==> src/rtl/stream_id_fifo_router_if.sv <==
// Request/response stream bundle between a crossbar output, the ID-FIFO router and its target.
// The master side drives the router inputs; the slave modport is the router's view.
interface stream_id_fifo_router_if #(
  parameter int unsigned NumInp   = 32'd2,
  parameter int unsigned ReqWidth = 32'd32,
  parameter int unsigned RspWidth = 32'd32
);
  localparam int unsigned IdxWidth = (NumInp > 1) ? $clog2(NumInp) : 1;

  logic [ReqWidth-1:0]              req_data_i;
  logic [IdxWidth-1:0]              req_idx_i;
  logic                             req_valid_i;
  logic                             req_ready_o;
  logic [ReqWidth-1:0]              req_data_o;
  logic                             req_valid_o;
  logic                             req_ready_i;
  logic [RspWidth-1:0]              rsp_data_i;
  logic                             rsp_valid_i;
  logic                             rsp_ready_o;
  logic [NumInp-1:0][RspWidth-1:0]  rsp_data_o;
  logic [NumInp-1:0]                rsp_valid_o;
  logic [NumInp-1:0]                rsp_ready_i;

  modport master (
    output req_data_i, req_idx_i, req_valid_i, req_ready_i,
           rsp_data_i, rsp_valid_i, rsp_ready_i,
    input  req_ready_o, req_data_o, req_valid_o,
           rsp_ready_o, rsp_data_o, rsp_valid_o
  );

  modport slave (
    input  req_data_i, req_idx_i, req_valid_i, req_ready_i,
           rsp_data_i, rsp_valid_i, rsp_ready_i,
    output req_ready_o, req_data_o, req_valid_o,
           rsp_ready_o, rsp_data_o, rsp_valid_o
  );
endinterface

==> src/rtl/stream_id_fifo_router.sv <==
// Forwards requests to one in-order target and steers its responses back to the source input
// recorded in an ID FIFO. Optional sticky err_o is enabled by defining STREAM_ID_FIFO_ERR_EN.
module stream_id_fifo_router #(
  parameter int unsigned NumInp   = 32'd2,
  parameter int unsigned ReqWidth = 32'd32,
  parameter int unsigned RspWidth = 32'd32,
  parameter int unsigned Depth    = 32'd4
) (
  input  logic                        clk_i,
  input  logic                        rst_i,
  input  logic                        flush_i,
  stream_id_fifo_router_if.slave      bus,
  output logic [$clog2(Depth+1)-1:0]  outstanding_o
`ifdef STREAM_ID_FIFO_ERR_EN
  ,
  output logic                        err_o
`endif
);
  localparam int unsigned IdxWidth = (NumInp > 1) ? $clog2(NumInp) : 1;
  localparam int unsigned CntWidth = $clog2(Depth + 1);
  localparam int unsigned PtrWidth = (Depth > 1) ? $clog2(Depth) : 1;
  localparam logic [PtrWidth-1:0] LastPtr = PtrWidth'(Depth - 1);
  localparam logic [CntWidth-1:0] FullCnt = CntWidth'(Depth);

  logic [IdxWidth-1:0] r_fifo [Depth];
  logic [PtrWidth-1:0] r_wr_ptr;
  logic [PtrWidth-1:0] r_rd_ptr;
  logic [CntWidth-1:0] r_count;

  logic                w_full;
  logic                w_empty;
  logic                w_push;
  logic                w_pop;
  logic [IdxWidth-1:0] w_head;
  logic                w_head_ready;
  logic                w_rsp_ready;

  assign w_full  = (r_count == FullCnt);
  assign w_empty = (r_count == '0);
  assign w_head  = r_fifo[r_rd_ptr];

  // Request side depends only on the registered count, never on the response handshake.
  assign bus.req_data_o  = bus.req_data_i;
  assign bus.req_valid_o = bus.req_valid_i & ~w_full;
  assign bus.req_ready_o = bus.req_ready_i & ~w_full;
  assign w_push          = bus.req_valid_i & bus.req_ready_i & ~w_full;

  always_comb begin
    bus.rsp_valid_o = '0;
    bus.rsp_data_o  = '0;
    w_head_ready    = 1'b0;
    for (int k = 0; k < NumInp; k++) begin
      bus.rsp_data_o[k] = bus.rsp_data_i;
      if (w_head == IdxWidth'(k)) begin
        bus.rsp_valid_o[k] = bus.rsp_valid_i & ~w_empty;
        w_head_ready       = bus.rsp_ready_i[k];
      end
    end
  end

  assign w_rsp_ready     = ~w_empty & w_head_ready;
  assign bus.rsp_ready_o = w_rsp_ready;
  assign w_pop           = bus.rsp_valid_i & w_rsp_ready;

  always_ff @(posedge clk_i or posedge rst_i) begin
    if (rst_i) begin
      r_wr_ptr <= '0;
      r_rd_ptr <= '0;
      r_count  <= '0;
    end else if (flush_i) begin
      r_wr_ptr <= '0;
      r_rd_ptr <= '0;
      r_count  <= '0;
    end else begin
      if (w_push) begin
        r_wr_ptr <= (r_wr_ptr == LastPtr) ? '0 : r_wr_ptr + PtrWidth'(1);
      end
      if (w_pop) begin
        r_rd_ptr <= (r_rd_ptr == LastPtr) ? '0 : r_rd_ptr + PtrWidth'(1);
      end
      if (w_push && !w_pop) begin
        r_count <= r_count + CntWidth'(1);
      end else if (!w_push && w_pop) begin
        r_count <= r_count - CntWidth'(1);
      end
    end
  end

  // Entry contents need no reset: occupancy alone decides which entries are meaningful.
  always_ff @(posedge clk_i) begin
    if (w_push && !flush_i) begin
      r_fifo[r_wr_ptr] <= bus.req_idx_i;
    end
  end

  assign outstanding_o = r_count;

`ifdef STREAM_ID_FIFO_ERR_EN
  logic r_err;

  always_ff @(posedge clk_i or posedge rst_i) begin
    if (rst_i) begin
      r_err <= 1'b0;
    end else if (flush_i) begin
      r_err <= 1'b0;
    end else if ((bus.rsp_valid_i && w_empty) ||
                 (w_push && (32'(bus.req_idx_i) >= NumInp))) begin
      r_err <= 1'b1;
    end
  end

  assign err_o = r_err;
`endif
endmodule
==> src/flat_wrapper.sv <==
// flat-port wrapper written by rule: the top's interface ports become plain ports
module stream_id_fifo_router_flat 
#(
  parameter int unsigned NumInp   = 32'd2,
  parameter int unsigned ReqWidth = 32'd32,
  parameter int unsigned RspWidth = 32'd32,
  parameter int unsigned Depth    = 32'd4
)
  (clk_i, rst_i, flush_i, outstanding_o, bus_req_data_i, bus_req_idx_i, bus_req_valid_i, bus_req_ready_i, bus_rsp_data_i, bus_rsp_valid_i, bus_rsp_ready_i, bus_req_ready_o, bus_req_data_o, bus_req_valid_o, bus_rsp_ready_o, bus_rsp_data_o, bus_rsp_valid_o);
  stream_id_fifo_router_if #(.NumInp(NumInp), .ReqWidth(ReqWidth), .RspWidth(RspWidth)) bus_i ();
  input  logic clk_i;
  input  logic rst_i;
  input  logic flush_i;
  output logic [$clog2(Depth+1)-1:0] outstanding_o;
  input wire logic [$bits(bus_i.req_data_i)-1:0] bus_req_data_i;
  input wire logic [$bits(bus_i.req_idx_i)-1:0] bus_req_idx_i;
  input wire logic [$bits(bus_i.req_valid_i)-1:0] bus_req_valid_i;
  input wire logic [$bits(bus_i.req_ready_i)-1:0] bus_req_ready_i;
  input wire logic [$bits(bus_i.rsp_data_i)-1:0] bus_rsp_data_i;
  input wire logic [$bits(bus_i.rsp_valid_i)-1:0] bus_rsp_valid_i;
  input wire logic [$bits(bus_i.rsp_ready_i)-1:0] bus_rsp_ready_i;
  output wire logic [$bits(bus_i.req_ready_o)-1:0] bus_req_ready_o;
  output wire logic [$bits(bus_i.req_data_o)-1:0] bus_req_data_o;
  output wire logic [$bits(bus_i.req_valid_o)-1:0] bus_req_valid_o;
  output wire logic [$bits(bus_i.rsp_ready_o)-1:0] bus_rsp_ready_o;
  output wire logic [$bits(bus_i.rsp_data_o)-1:0] bus_rsp_data_o;
  output wire logic [$bits(bus_i.rsp_valid_o)-1:0] bus_rsp_valid_o;
  assign bus_i.req_data_i = bus_req_data_i;
  assign bus_i.req_idx_i = bus_req_idx_i;
  assign bus_i.req_valid_i = bus_req_valid_i;
  assign bus_i.req_ready_i = bus_req_ready_i;
  assign bus_i.rsp_data_i = bus_rsp_data_i;
  assign bus_i.rsp_valid_i = bus_rsp_valid_i;
  assign bus_i.rsp_ready_i = bus_rsp_ready_i;
  assign bus_req_ready_o = bus_i.req_ready_o;
  assign bus_req_data_o = bus_i.req_data_o;
  assign bus_req_valid_o = bus_i.req_valid_o;
  assign bus_rsp_ready_o = bus_i.rsp_ready_o;
  assign bus_rsp_data_o = bus_i.rsp_data_o;
  assign bus_rsp_valid_o = bus_i.rsp_valid_o;
  stream_id_fifo_router #(.NumInp(NumInp), .ReqWidth(ReqWidth), .RspWidth(RspWidth), .Depth(Depth)) u_core (.clk_i(clk_i), .rst_i(rst_i), .flush_i(flush_i), .bus(bus_i), .outstanding_o(outstanding_o));
endmodule
==> config.mk <==
export PLATFORM = sky130hd
export DESIGN_NAME = stream_id_fifo_router_flat
export DESIGN_NICKNAME = d
export VERILOG_FILES = /design/src/rtl/stream_id_fifo_router_if.sv /design/src/rtl/stream_id_fifo_router.sv /design/src/flat_wrapper.sv
export SDC_FILE = /design/constraint.sdc
export NUM_CORES = 1
export LEC_CHECK = 0
export BUFFER_PORTS_ARGS = -buffer_cell sky130_fd_sc_hd__buf_4
export CAP_MARGIN = 25
export CORE_AREA = 3 3 70 72
export CTS_CLUSTER_SIZE = 16
export DETAILED_ROUTE_END_ITERATION = 8
export DIE_AREA = 0 0 73 75
export PLACE_DENSITY_LB_ADDON = 0.3
export SLEW_MARGIN = 10
export SYNTH_ARGS = -nofsm -noshare
export SYNTH_HDL_FRONTEND = slang
export SYNTH_SLANG_ARGS = --single-unit
==> constraint.sdc <==
create_clock -name clk_i -period 2.9 [get_ports clk_i]
set_input_delay 0.29 -clock clk_i [delete_from_list [all_inputs] [get_ports clk_i]]
set_output_delay 0.29 -clock clk_i [all_outputs]
set_load 0.02 [all_outputs]
==> flow_metrics.py <==
metrics = {
    "status": {
        "outcome": "complete, no violations",
    },
    "detailed_routing": {
        "via_per_inst": 4.19,
        "drc": 0,
        "drtIter0Drc": 6,
        "dr.pass1.iters": 4,
        "wl_met3_um": 220,
        "vias": 586,
        "m1WireLength_um": 722,
        "routed.top_layer": "met4",
        "wl_um": 1810,
        "antenna_left": 0,
        "wl_per_cell_um": 12.9,
        "wl_met2_um": 740,
    },
    "logic_synthesis": {
        "synth_nets": 244,
        "synth.distinct_cells": 27,
        "syn_inst": 165,
        "ys_ff_latch": 11,
        "yosysSeqAreaShare_pct": 21.0,
        "yosysWarnings": 0,
        "synth_edf_count": 4,
        "ys_top_cells_by_count": "buf_4 (96), dfrtp_1 (7), and2_1 (6), nor2_1 (6)",
        "synth-main-ff-cell": "dfrtp_1",
        "synth_top_area_share_pct": 51.2,
        "avgSynthCellArea_sq_um": 8.54,
        "yosysTopAreaCell": "buf_4",
        "synth.most_common_cell": "buf_4",
        "synthTopCellsByArea": "buf_4 (51%), dfrtp_1 (12%), edfxtp_1 (8.5%)",
        "synth_area_sq_um": 1410,
        "async_flop_share_pct": 63.6,
    },
    "timing": {
        "period_share_pct": 80.9,
        "hold_viol_final": 0,
        "grt_setup_unrepaired": "no",
        "setup_viol": 0,
        "min_period_ns": 2.35,
        "slew_violations": 0,
        "max_freq_mhz": 426,
        "worst_pin_slew_ns": 0.378,
        "max-slew-margin-rel_pct": 74.1,
        "tns_ns": 0,
        "skew_ns": 0.00126,
    },
    "placed_design": {
        "dp_hpwl_um": 1440,
        "gp_congestion": 0.719,
        "portBuffers": 16,
        "dp.cells": 136,
    },
    "run": {
        "maxCapViolations": 0,
    },
    "cts": {
        "ctsHtreeMaxLevel": 1,
        "post_cts_buffers": 0,
        "ctsResizeCount": 0,
        "cts-root-buf": "clkbuf_8",
        "clk_latency_ns": 0.24,
        "clk_pin_slew_ns": 0.05,
        "numCtsBuffers": 3,
        "tritoncts": "yes",
        "numClockSinks": 11,
        "ctsHoldBuffers": 0,
        "clockBufferDepth": 2,
    },
    "grt": {
        "grt_overflow": 0,
        "grt_usage_pct": 7.21,
        "grt_pass1_vias": 626,
        "grt_pass1_wl_um": 2940,
        "grt_max_degree": 9,
        "antenna_found_initial": 0,
    },
    "layout": {
        "drive_gt1_share_pct": 28.4,
        "syn_to_final_growth_pct": -35.1,
        "fin_nets": 168,
        "stdcell_count": 140,
        "diodes": 0,
    },
    "floorplan": {
        "rows": 24,
        "die_area_sq_um": 5480,
        "io_pins": 177,
        "die_h_um": 75,
        "core_sq_um": 4350,
        "start_util_pct": 32.4,
        "die_x_um": 73,
    },
    "setup_path": {
        "critPathKind": "reg2reg",
        "max_stage_delay_ns": 0.58,
        "r2r_slack_ns": 0.55,
        "cp-start-kind": "flop",
        "path_cells": "mux4_2 > mux2_4 > a21oi_2 > fa_1 > a211o_1 > a21o_1 > a21oi_2",
        "reg2reg_from": "u_core.r_rd_ptr[0]",
        "required_ns": 3.07,
        "crit_top_cell": "a21oi_2",
        "rr_worst_depth": 7,
        "endpoint_kind": "flop",
        "critical_path_peak_fanout": 5,
        "critPathArrivalTime_ns": 2.52,
        "r2r-end": "u_core.outstanding_o[2]",
        "cpMaxStageDelayCell": "mux4_2",
    },
    "power_and_ir_drop": {
        "power.density_nw_per_um2": 519,
        "ir_drop_v": 0.000105,
        "leakage_nw": 0.386,
    },
    "min_path": {
        "holdCritPathClass": "in2async",
    },
}
## how the worst max path moves through the flow
| stage | start | end | slack (ns) | cells after the start |
|---|---|---|---|---|
| after floorplan | u_core.outstanding_o[0] | u_core.outstanding_o[2] | 0.64 | 7 |
| after global placement | u_core.r_rd_ptr[0] | u_core.outstanding_o[1] | 0.60 | 6 |
| after detailed placement | u_core.r_rd_ptr[0] | u_core.outstanding_o[2] | 0.57 | 7 |
| after CTS | u_core.r_rd_ptr[0] | u_core.outstanding_o[2] | 0.55 | 7 |
| after global routing | u_core.r_rd_ptr[0] | u_core.outstanding_o[1] | 0.41 | 6 |
| final | u_core.r_rd_ptr[0] | u_core.outstanding_o[2] | 0.55 | 7 |
## power breakdown
part           switching [mW]  internal [mW]
Combinational          0.0763         0.0601
Clock                  0.0569         0.0965
Sequential             0.0126          0.172
## critical path: cells and delay by family, from the launching register on
family,cells,cell delay [ns]
muxes,2,0.84
AOI/OAI and AO/OA,4,0.65
DFF,1,0.40
adders and majority gates,1,0.40
## layout make-up
class / count / area [sq um]
Fill cell: 478 / 3440
Clock buffer: 4 / 45.0
Tap cell: 52 / 65.1
Multi-Input combinational cell: 52 / 370
Inverter: 5 / 18.8
Timing Repair Buffer: 16 / 120
Sequential cell: 11 / 295
## cells by family after synthesis
family | count (synthesis) | share of synthesized area (%)
AOI/OAI and AO/OA | 12 | 5.24
buffers and inverters | 102 | 52.8
DFF | 11 | 21.0
muxes | 3 | 3.37
and+or+nand+nor | 31 | 11.8
adders and majority gates | 6 | 5.86
## layout by cell type, fill, tap and decap left out, types with 2 or more instances in the layout
master,netlist,routed
a21oi_1,4,4
a21oi_2,2,2
and2_1,6,6
buf_4,96,16
clkbuf_8,0,3
dfrtp_1,7,7
edfxtp_1,4,4
ha_1,5,5
inv_1,5,5
nand2_1,4,4
nand3_1,2,2
nor2_1,6,6
nor3_1,5,5
nor3b_1,2,2
o21ai_0,4,4
## registers in the layout, summed over array words and instances (netlist names)
| name | count |
|---|---|
| u_core.r_wr_ptr | 2 |
| u_core.r_fifo | 4 |
| u_core.outstanding_o | 3 |
| u_core.r_rd_ptr | 2 |
## through the flow
step	hold WS (ns)	worst slack [ns]	power (mW)	util [%]	cell area, sq um
2_1_floorplan	0.0934	0.645	0.466	-	1410
3_3_place_gp	0.265	0.599	0.323	20.0	870
3_5_place_dp	0.270	0.567	0.325	20.0	870
4_1_cts	0.0117	0.550	0.484	21.0	915
5_1_grt	0.0243	0.411	0.506	21.0	915
6_report	0.00545	0.553	0.475	21.0	915
## metal layers
layer	vias to the layer above	global-route usage, %
met5	-	0
li1	280	-
met4	0	8.40
met3	24	2.94
met2	29	9.33
met1	253	8.22
Power figures use the tool's default switching activity.
